$ cat src/rtl/time_set_ctrl.sv
// time_set_ctrl
//   Front-end control for the six-digit HH:MM:SS clock. Synchronizes and
//   debounces the MODE and ADJUST keys, steps a RUN / SET_HOUR / SET_MIN mode
//   machine, and issues single-cycle strobes for the hour/minute/seconds
//   counters plus per-digit blanking used to blink the field being set.
//
// Ports
//   iClk        system clock
//   iRst        synchronous, active-high reset
//   iKeyMode    raw MODE key, asynchronous, active-low
//   iKeyAdj     raw ADJUST key, asynchronous, active-low
//   oRunEn      seconds counter may advance (RUN only)
//   oIncHour    one-cycle hour increment strobe
//   oIncMin     one-cycle minute increment strobe
//   oClrSec     one-cycle seconds clear strobe (on return to RUN)
//   oMode       0 = RUN, 1 = SET_HOUR, 2 = SET_MIN
//   oBlankMask  bit i = 1 blanks HEXi
module time_set_ctrl #(
  parameter int DEBOUNCE_CYCLES = 1_000_000,
  parameter int REPEAT_DELAY    = 25_000_000,
  parameter int REPEAT_RATE     = 5_000_000,
  parameter int BLINK_HALF      = 12_500_000
) (
  input  logic       iClk,
  input  logic       iRst,
  input  logic       iKeyMode,
  input  logic       iKeyAdj,
  output logic       oRunEn,
  output logic       oIncHour,
  output logic       oIncMin,
  output logic       oClrSec,
  output logic [1:0] oMode,
  output logic [5:0] oBlankMask
);

  localparam int DB_W  = ($clog2(DEBOUNCE_CYCLES) < 1) ? 1 : $clog2(DEBOUNCE_CYCLES);
  localparam int REP_MAX = (REPEAT_DELAY > REPEAT_RATE) ? REPEAT_DELAY : REPEAT_RATE;
  localparam int REP_W = ($clog2(REP_MAX) < 1) ? 1 : $clog2(REP_MAX);
  localparam int BL_W  = ($clog2(BLINK_HALF) < 1) ? 1 : $clog2(BLINK_HALF);

  localparam logic [DB_W-1:0]  DB_MAX  = DB_W'(DEBOUNCE_CYCLES - 1);
  localparam logic [REP_W-1:0] RD_MAX  = REP_W'(REPEAT_DELAY - 1);
  localparam logic [REP_W-1:0] RR_MAX  = REP_W'(REPEAT_RATE - 1);
  localparam logic [BL_W-1:0]  BL_MAX  = BL_W'(BLINK_HALF - 1);

  typedef enum logic [1:0] {
    ST_RUN  = 2'd0,
    ST_HOUR = 2'd1,
    ST_MIN  = 2'd2
  } state_e;

  // Key index: bit 0 = MODE, bit 1 = ADJUST. Key levels are active-low.
  logic [1:0]            sync1_q, sync1_d;
  logic [1:0]            sync2_q, sync2_d;
  logic [1:0]            db_q, db_d;
  logic [1:0]            db_prev_q, db_prev_d;
  logic [1:0]            press_q, press_d;
  logic [1:0][DB_W-1:0]  dcnt_q, dcnt_d;
  logic                  hold_q, hold_d;

  state_e                state_q, state_d;
  logic                  armed_q, armed_d;
  logic                  first_q, first_d;
  logic [REP_W-1:0]      rcnt_q, rcnt_d;
  logic [BL_W-1:0]       bcnt_q, bcnt_d;
  logic                  phase_q, phase_d;

  logic                  run_en_q, run_en_d;
  logic                  inc_hour_q, inc_hour_d;
  logic                  inc_min_q, inc_min_d;
  logic                  clr_sec_q, clr_sec_d;
  logic [5:0]            mask_q, mask_d;

  logic                  strobe;
  logic                  blink_clr;
  logic [REP_W-1:0]      rep_lim;

  // Key front end: synchronizer, debounce, press-edge detect
  always_comb begin
    sync1_d   = {iKeyAdj, iKeyMode};
    sync2_d   = sync1_q;
    db_prev_d = db_q;
    db_d      = db_q;
    dcnt_d    = '0;
    for (int i = 0; i < 2; i++) begin
      if (sync2_q[i] != db_q[i]) begin
        if (dcnt_q[i] == DB_MAX) begin
          db_d[i] = sync2_q[i];
        end else begin
          dcnt_d[i] = dcnt_q[i] + 1'b1;
        end
      end
    end
    // Falling debounced level = press; released->pressed only.
    press_d = db_prev_q & ~db_q;
    // Held flag delayed to line up with the press pipeline, so the repeat
    // engine sees the release at the same depth it saw the press.
    hold_d  = ~db_prev_q[1];
  end

  // Mode machine, auto-repeat and blink
  always_comb begin
    state_d    = state_q;
    armed_d    = armed_q;
    first_d    = first_q;
    rcnt_d     = rcnt_q;
    bcnt_d     = bcnt_q;
    phase_d    = phase_q;
    strobe     = 1'b0;
    blink_clr  = 1'b0;
    clr_sec_d  = 1'b0;
    rep_lim    = first_q ? RD_MAX : RR_MAX;

    if (press_q[0]) begin
      // MODE wins over a coincident ADJ press; any repeat is dropped.
      armed_d = 1'b0;
      case (state_q)
        ST_RUN:  begin state_d = ST_HOUR; blink_clr = 1'b1; end
        ST_HOUR: begin state_d = ST_MIN;  blink_clr = 1'b1; end
        ST_MIN:  begin state_d = ST_RUN;  clr_sec_d = 1'b1; end
        default: begin state_d = ST_RUN; end
      endcase
    end else if (press_q[1] && (state_q != ST_RUN)) begin
      strobe  = 1'b1;
      armed_d = 1'b1;
      first_d = 1'b1;
      rcnt_d  = '0;
    end else if (armed_q) begin
      if (!hold_q) begin
        armed_d = 1'b0;
      end else if (rcnt_q == rep_lim) begin
        strobe  = 1'b1;
        first_d = 1'b0;
        rcnt_d  = '0;
      end else begin
        rcnt_d  = rcnt_q + 1'b1;
      end
    end

    if (strobe) begin
      blink_clr = 1'b1;
    end

    if (blink_clr || (state_d == ST_RUN)) begin
      bcnt_d  = '0;
      phase_d = 1'b0;
    end else if (bcnt_q == BL_MAX) begin
      bcnt_d  = '0;
      phase_d = ~phase_q;
    end else begin
      bcnt_d  = bcnt_q + 1'b1;
    end

    inc_hour_d = strobe && (state_q == ST_HOUR);
    inc_min_d  = strobe && (state_q == ST_MIN);
    run_en_d   = (state_d == ST_RUN);
    case (state_d)
      ST_HOUR: mask_d = {phase_d, phase_d, 4'b0000};
      ST_MIN:  mask_d = {2'b00, phase_d, phase_d, 2'b00};
      default: mask_d = 6'b000000;
    endcase
  end

  always_ff @(posedge iClk) begin
    if (iRst) begin
      sync1_q    <= 2'b11;
      sync2_q    <= 2'b11;
      db_q       <= 2'b11;
      db_prev_q  <= 2'b11;
      press_q    <= 2'b00;
      dcnt_q     <= '0;
      hold_q     <= 1'b0;
      state_q    <= ST_RUN;
      armed_q    <= 1'b0;
      first_q    <= 1'b0;
      rcnt_q     <= '0;
      bcnt_q     <= '0;
      phase_q    <= 1'b0;
      run_en_q   <= 1'b1;
      inc_hour_q <= 1'b0;
      inc_min_q  <= 1'b0;
      clr_sec_q  <= 1'b0;
      mask_q     <= 6'b000000;
    end else begin
      sync1_q    <= sync1_d;
      sync2_q    <= sync2_d;
      db_q       <= db_d;
      db_prev_q  <= db_prev_d;
      press_q    <= press_d;
      dcnt_q     <= dcnt_d;
      hold_q     <= hold_d;
      state_q    <= state_d;
      armed_q    <= armed_d;
      first_q    <= first_d;
      rcnt_q     <= rcnt_d;
      bcnt_q     <= bcnt_d;
      phase_q    <= phase_d;
      run_en_q   <= run_en_d;
      inc_hour_q <= inc_hour_d;
      inc_min_q  <= inc_min_d;
      clr_sec_q  <= clr_sec_d;
      mask_q     <= mask_d;
    end
  end

  assign oRunEn     = run_en_q;
  assign oIncHour   = inc_hour_q;
  assign oIncMin    = inc_min_q;
  assign oClrSec    = clr_sec_q;
  assign oMode      = state_q;
  assign oBlankMask = mask_q;

endmodule
$ cat config.mk
export PLATFORM = sky130hd
export DESIGN_NAME = time_set_ctrl
export DESIGN_NICKNAME = d
export VERILOG_FILES = /design/src/rtl/time_set_ctrl.sv
export SDC_FILE = /design/constraint.sdc
export NUM_CORES = 1
export LEC_CHECK = 0
export ABC_AREA = 1
export BUFFER_PORTS_ARGS = -buffer_cell sky130_fd_sc_hd__buf_4
export CORE_UTILIZATION = 65
export CTS_CLUSTER_DIAMETER = 100
export DETAILED_ROUTE_END_ITERATION = 10
export HOLD_SLACK_MARGIN = 0.06
export PLACE_DENSITY = 0.93
export SKIP_LAST_GASP = 1
export SLEW_MARGIN = 20
export SYNTH_ARGS = -nofsm -noshare
export SYNTH_HDL_FRONTEND = slang
export SYNTH_SLANG_ARGS = --single-unit
$ cat constraint.sdc
create_clock -name iClk -period 4.05 [get_ports iClk]
set_input_delay 0.2025 -clock iClk [delete_from_list [all_inputs] [get_ports iClk]]
set_output_delay 0.2025 -clock iClk [all_outputs]
set_load 0.1 [all_outputs]
Yosys cells after proc, flatten, opt, wreduce, memory -nomap -nowiden
Cells that the tools add are included.
{"block": "totals", "ff_bits": 115, "elab_cells": 87, "output_inout_bits": 12}
{"block": "classes", "n_eq_ne": 10, "add_sub_neg": 4, "reduce_logical": 20, "bitwise_logic": 7, "muxes": 26}
{"cell": "$mux W25", "n": 5}
{"cell": "$add A20 B1 Y20 const B", "n": 2}
{"cell": "$eq A20 B20 Y1 const B", "n": 2}
{"cell": "$add A25 B1 Y25 const B", "n": 1}
{"cell": "$eq A25 B25 Y1", "n": 1}
{"cell": "$add A24 B1 Y24 const B", "n": 1}
{"cell": "$eq A24 B24 Y1 const B", "n": 1}
{"cell": "$mux W1", "n": 18}
{"cell": "$pmux W6 S2", "n": 1}
{"cell": "$reduce_or A3 Y1", "n": 3}
{"cell": "$reduce_bool A2 Y1", "n": 4}
{"cell": "$reduce_or A2 Y1", "n": 3}
{"cell": "$not A1 Y1", "n": 5}
{"cell": "$eq A2 B1 Y1 const B", "n": 2}
{"cell": "$eq A2 B2 Y1 const B", "n": 2}
{"cell": "$logic_not A2 Y1", "n": 2}
{"cell": "$pmux W2 S2", "n": 1}
{"cell": "$reduce_and A2 Y1", "n": 2}
{"cell": "$reduce_and A4 Y1", "n": 1}
{"cell": "$logic_and A1 B1 Y1", "n": 3}
{"cell": "$reduce_and A3 Y1", "n": 1}
{"cell": "$and A2 B2 Y2", "n": 1}
{"cell": "$mux W2", "n": 1}
{"cell": "$ne A1 B1 Y1", "n": 2}
{"cell": "other kinds (2)", "n": 2}

Longest topological paths before layout
{"block": "depth", "word_depth": 11, "depth_mapped": 12, "mapped_depth_nobuf": 11}

Least setup slack after synthesis
No wires, ideal clock.
{"block": "synth_timing", "path_type": "register to register", "startpoint": "register state_q[0] (netlist: oMode[0])", "endpoint": "register bcnt_q[15]", "path_stages_with_launch": 8, "arrival_time_ns": 2.516, "slack_ns": 1.470, "setup_ns": 0.064, "t_required_ns": 3.986, "period_less_slack_ns": 2.580, "cell_sequence": "dfxtp_1 o21ai_0 ha_1 or2_2 nor2_1 nand3_4 buf_6 nor2_1"}
{"block": "synth_via", "word_cells_on_any_way": 15, "cone_classes": "1 x eq/ne; 7 x mux; 7 x reduce/logical"}
{"element": "start: declaration", "line_no": "61", "source": "state_e state_q, state_d;"}
{"element": "start signal: assignment", "line_no": "192", "source": "state_q <= state_d;"}
{"element": "$eq A2 B1 Y1 / $logic_not A2 Y1 (equally long branches)", "line_no": "117", "source": "case (state_q)"}
{"element": "$pmux W2 S2", "line_no": "117"}
{"element": "$mux W2 *", "line_no": "114", "source": "if (press_q[0]) begin"}
{"element": "$logic_not A2 Y1 *"}
{"element": "via run_en_d", "line_no": "68", "source": "logic run_en_q, run_en_d;"}
{"element": "$logic_or A1 B1 Y1 *", "line_no": "144", "source": "if (blink_clr || (state_d == ST_RUN)) begin"}
{"element": "$reduce_or A3 Y1 (no source line) *"}
{"element": "end signal: assignment", "line_no": "196", "source": "bcnt_q <= bcnt_d;"}
{"element": "end: declaration", "line_no": "65", "source": "logic [BL_W-1:0] bcnt_q, bcnt_d;"}
Mark *: on every way through the listed nets, which the timed path passes. The rest lies on a longest branch.
A chain may end at the register's enable or synchronous reset.

Worst setup path after layout
{"block": "layout_timing", "startpoint": "register press_q[0]", "endpoint": "register bcnt_q[3]"}
{"block": "layout_via", "elab_chain_cells": 4, "word_cells_on_any_way": 7, "cone_classes": "4 x mux; 3 x reduce/logical"}
{"element": "start: declaration", "line_no": "57", "source": "logic [1:0] press_q, press_d;"}
{"element": "start signal: assignment", "line_no": "189", "source": "press_q <= press_d;"}
{"element": "$mux W2", "line_no": "114"}
{"element": "$logic_not A2 Y1"}
{"element": "via run_en_d", "line_no": "68"}
{"element": "$logic_or A1 B1 Y1", "line_no": "144"}
{"element": "$reduce_or A3 Y1 (no source line)"}
The timed path passes the listed nets, and every way through them passes these cells.

==> results.cfg <==
[final_layout]
drive_gt1_share_pct = 9.78
antenna_cells = 0
stdcell_count = 933
stdcell_area_mm2 = 0.00599
nNetsFinal = 834
synthToLayoutAreaGrowth_pct = 5.41

[pwr]
switchingPower_mw = 0.399
seqPwrFrac_pct = 63.5
combPwrFrac_pct = 1.5
p_per_area_mw_per_mm2 = 287
p_total_mw = 1.72
clkPwrFrac_pct = 34.9
p_int_mw = 1.32
swShare_pct = 23.2
ir_worst_vdd_uv = 198
p_leak_nw = 2.17

[synth]
synthCells = 811
ys_types = 38
netlist_top_cells_count = nand2_1, nor2_1, dfxtp_1, inv_1, nand3_1
ys_seq_elements = 111
netlist.area_leader.share_pct = 39.1
synth.most_common_cell = nand2_1
yosysTopAreaCell = dfxtp_1
synth-edff-count = 0
synthArstFlopShare_pct = 0
syn_area_per_cell_um2 = 7.01
yosys_warnings = 0
ys_seq_area_share_pct = 39.1
syn_area_mm2 = 0.00569
ys_top_cells_by_area = dfxtp_1, nand2_1, nor2_1
synthFlopType = dfxtp_1

[worst_setup_path]
crit_chain = inv_1 -> nor2_1 -> o21ai_0 -> ha_1 -> or2_2 -> nor2_1 -> nand3_4 -> nor2_1
slowest_stage = dfxtp_1
crit_type = flop to flop
critPathArrivalTime_ps = 2430
endpoint_kind = flop
path_common_cell = nor2_1
critical_path.max_fanout = 24
slowest_delay_ps = 430
critPathTopFamily = simple AND/OR/NAND/NOR gates
start_kind = flop
required_ps = 4350
path_buf_inv = 1

[placed_design]
gp_congestion = 0.968
port-buffer-count = 13
dp_hpwl_um = 8690
placed_cells = 915
placed_area_mm2 = 0.00580

[drt]
via_per_inst = 5.44
wl_per_cell_um = 12.5
ant_nets = 0
drt_iter0_drc = 223
wl_um = 11700
drt_pre_antenna_iters = 5
vias = 5072
drc = 0

[floorplan]
pin_count = 16
floorplan.rows = 33
initial_core_util_pct = 68.2
coreArea_mm2 = 0.00834
die_h_um = 95.5
die_area_mm2 = 0.00913
fp.dieW_um = 95.5

[timing]
slew_violations = 0
rsz0062_at_grt = false
fin_tns_setup_ps = 0
relSlewSlack_pct = 49.5
timing.final.crit_share_pct = 52.6
hold_violations = 0
setup-violations-final = 0
hold_ws_ps = 116
period_needed_ps = 2130
worstMarginPinSlew_ps = 755
fin_skew_ps = 12.9
fmaxAchievable_mhz = 470

[cts]
htree_levels = 3
clk_latency_ps = 370
clkSinkCount = 111
clockBufferDepth = 2
tritoncts = yes
path_clk_slew_ps = 110
cts-root-buf = clkbuf_8
cts_buffers = 9

[outcome]
outcome = finished clean

[job]
drv_cap = 0

[global_routing]
grt_pass1_vias = 4878
grt_max_degree = 25
antenna_found_initial = 0
grt_first_pass_wirelength_um = 19900
grt_overflow = 0
grt_usage_pct = 27.3

[min_path]
hold_path_class = input pin to flop
[placed cells by master, fill, tap and decap left out, types with 3 or more instances in the layout]
master and instances:
nand2_2 7, clkinvlp_4 4, nand3_1 56, nor2_4 5
buf_4 13, nand2_1 177, inv_1 101, o21ai_0 8
nand4_1 31, nand3_4 3, nor3_1 35, nor2_1 144
dfxtp_1 111, clkbuf_8 9, inv_2 3, a21oi_1 18
ha_1 7, or2_2 13, nand3b_1 7, xor2_1 28
nand2_4 3, xnor2_1 12, nor2_2 12
[through the flow]
| step | setup slack [ps] | utilization (%) |
|---|---|---|
| finish | 1920 | 71.9 |
| floorplan | 1470 | - |
| global placement | 2040 | 69.5 |
| detailed placement | 1920 | 69.5 |
| global route | 1670 | 71.9 |
| CTS | 1900 | 71.9 |
[final cells by class]
class / instances / area, um2
clock buffers: 9 / 124
clock inverters: 7 / 48.8
fillers: 648 / 2350
inverters: 104 / 390
multi-input cells: 582 / 2960
flip-flops and latches: 111 / 2220
well taps: 105 / 131
repair buffers: 15 / 118
[logic make-up after synthesis]
| group | count (synthesis) | share of synthesized area (%) |
|---|---|---|
| AOI/OAI and AO/OA | 32 | 3.32 |
| adders and majority gates | 7 | 1.54 |
| DFF | 111 | 39.1 |
| other | 1 | 0.0660 |
| xor gates and xnor gates | 40 | 6.16 |
| and+or+nand+nor | 501 | 40.9 |
| buffers and inverters | 119 | 8.93 |
[worst paths after layout]
kind,startpoint,end,slack (ps),cells after the start
worst max-delay path,press_q[0],bcnt_q[3],1920,8
worst min register to register,db_prev_q[1],hold_q,400,1
worst max register to register,press_q[0],bcnt_q[3],1920,8
worst min-delay path,iRst,rcnt_q[1],120,2
[power by group through the flow]
stage               clock, mW  sequential (mW)  combinational, mW
finish                  0.602             1.09             0.0259
global route            0.656             1.09             0.0280
CTS                     0.612             1.09             0.0260
detailed placement          0             1.12             0.0244
global placement            0             1.12             0.0236
floorplan                   0             1.12             0.0224
[what timing repair did]
action	CTS	global route
setup buffers	0	0
gates resized for setup	0	0
hold buffers	2	0
endpoints found under the hold margin	2	0
[per-layer routing]
layer	GRT usage [%]	up-vias	share of wire [%]
li1	-	2573	-
met1	29.9	2357	42
met2	52.4	120	51
met3	5.42	22	4.8
met4	8.33	0	1.6
met5	0	-	0
[flip-flops by register name (all words and copies together) (netlist names), 2 cells and up]
register	flops
oMode	2
rcnt_q	25
sync1_q	2
bcnt_q	24
db_prev_q	2
db_prev_d	2
dcnt_q	40
press_q	2
sync2_q	2
oBlankMask	2
Note: power is estimated with default switching activity, not from simulation.
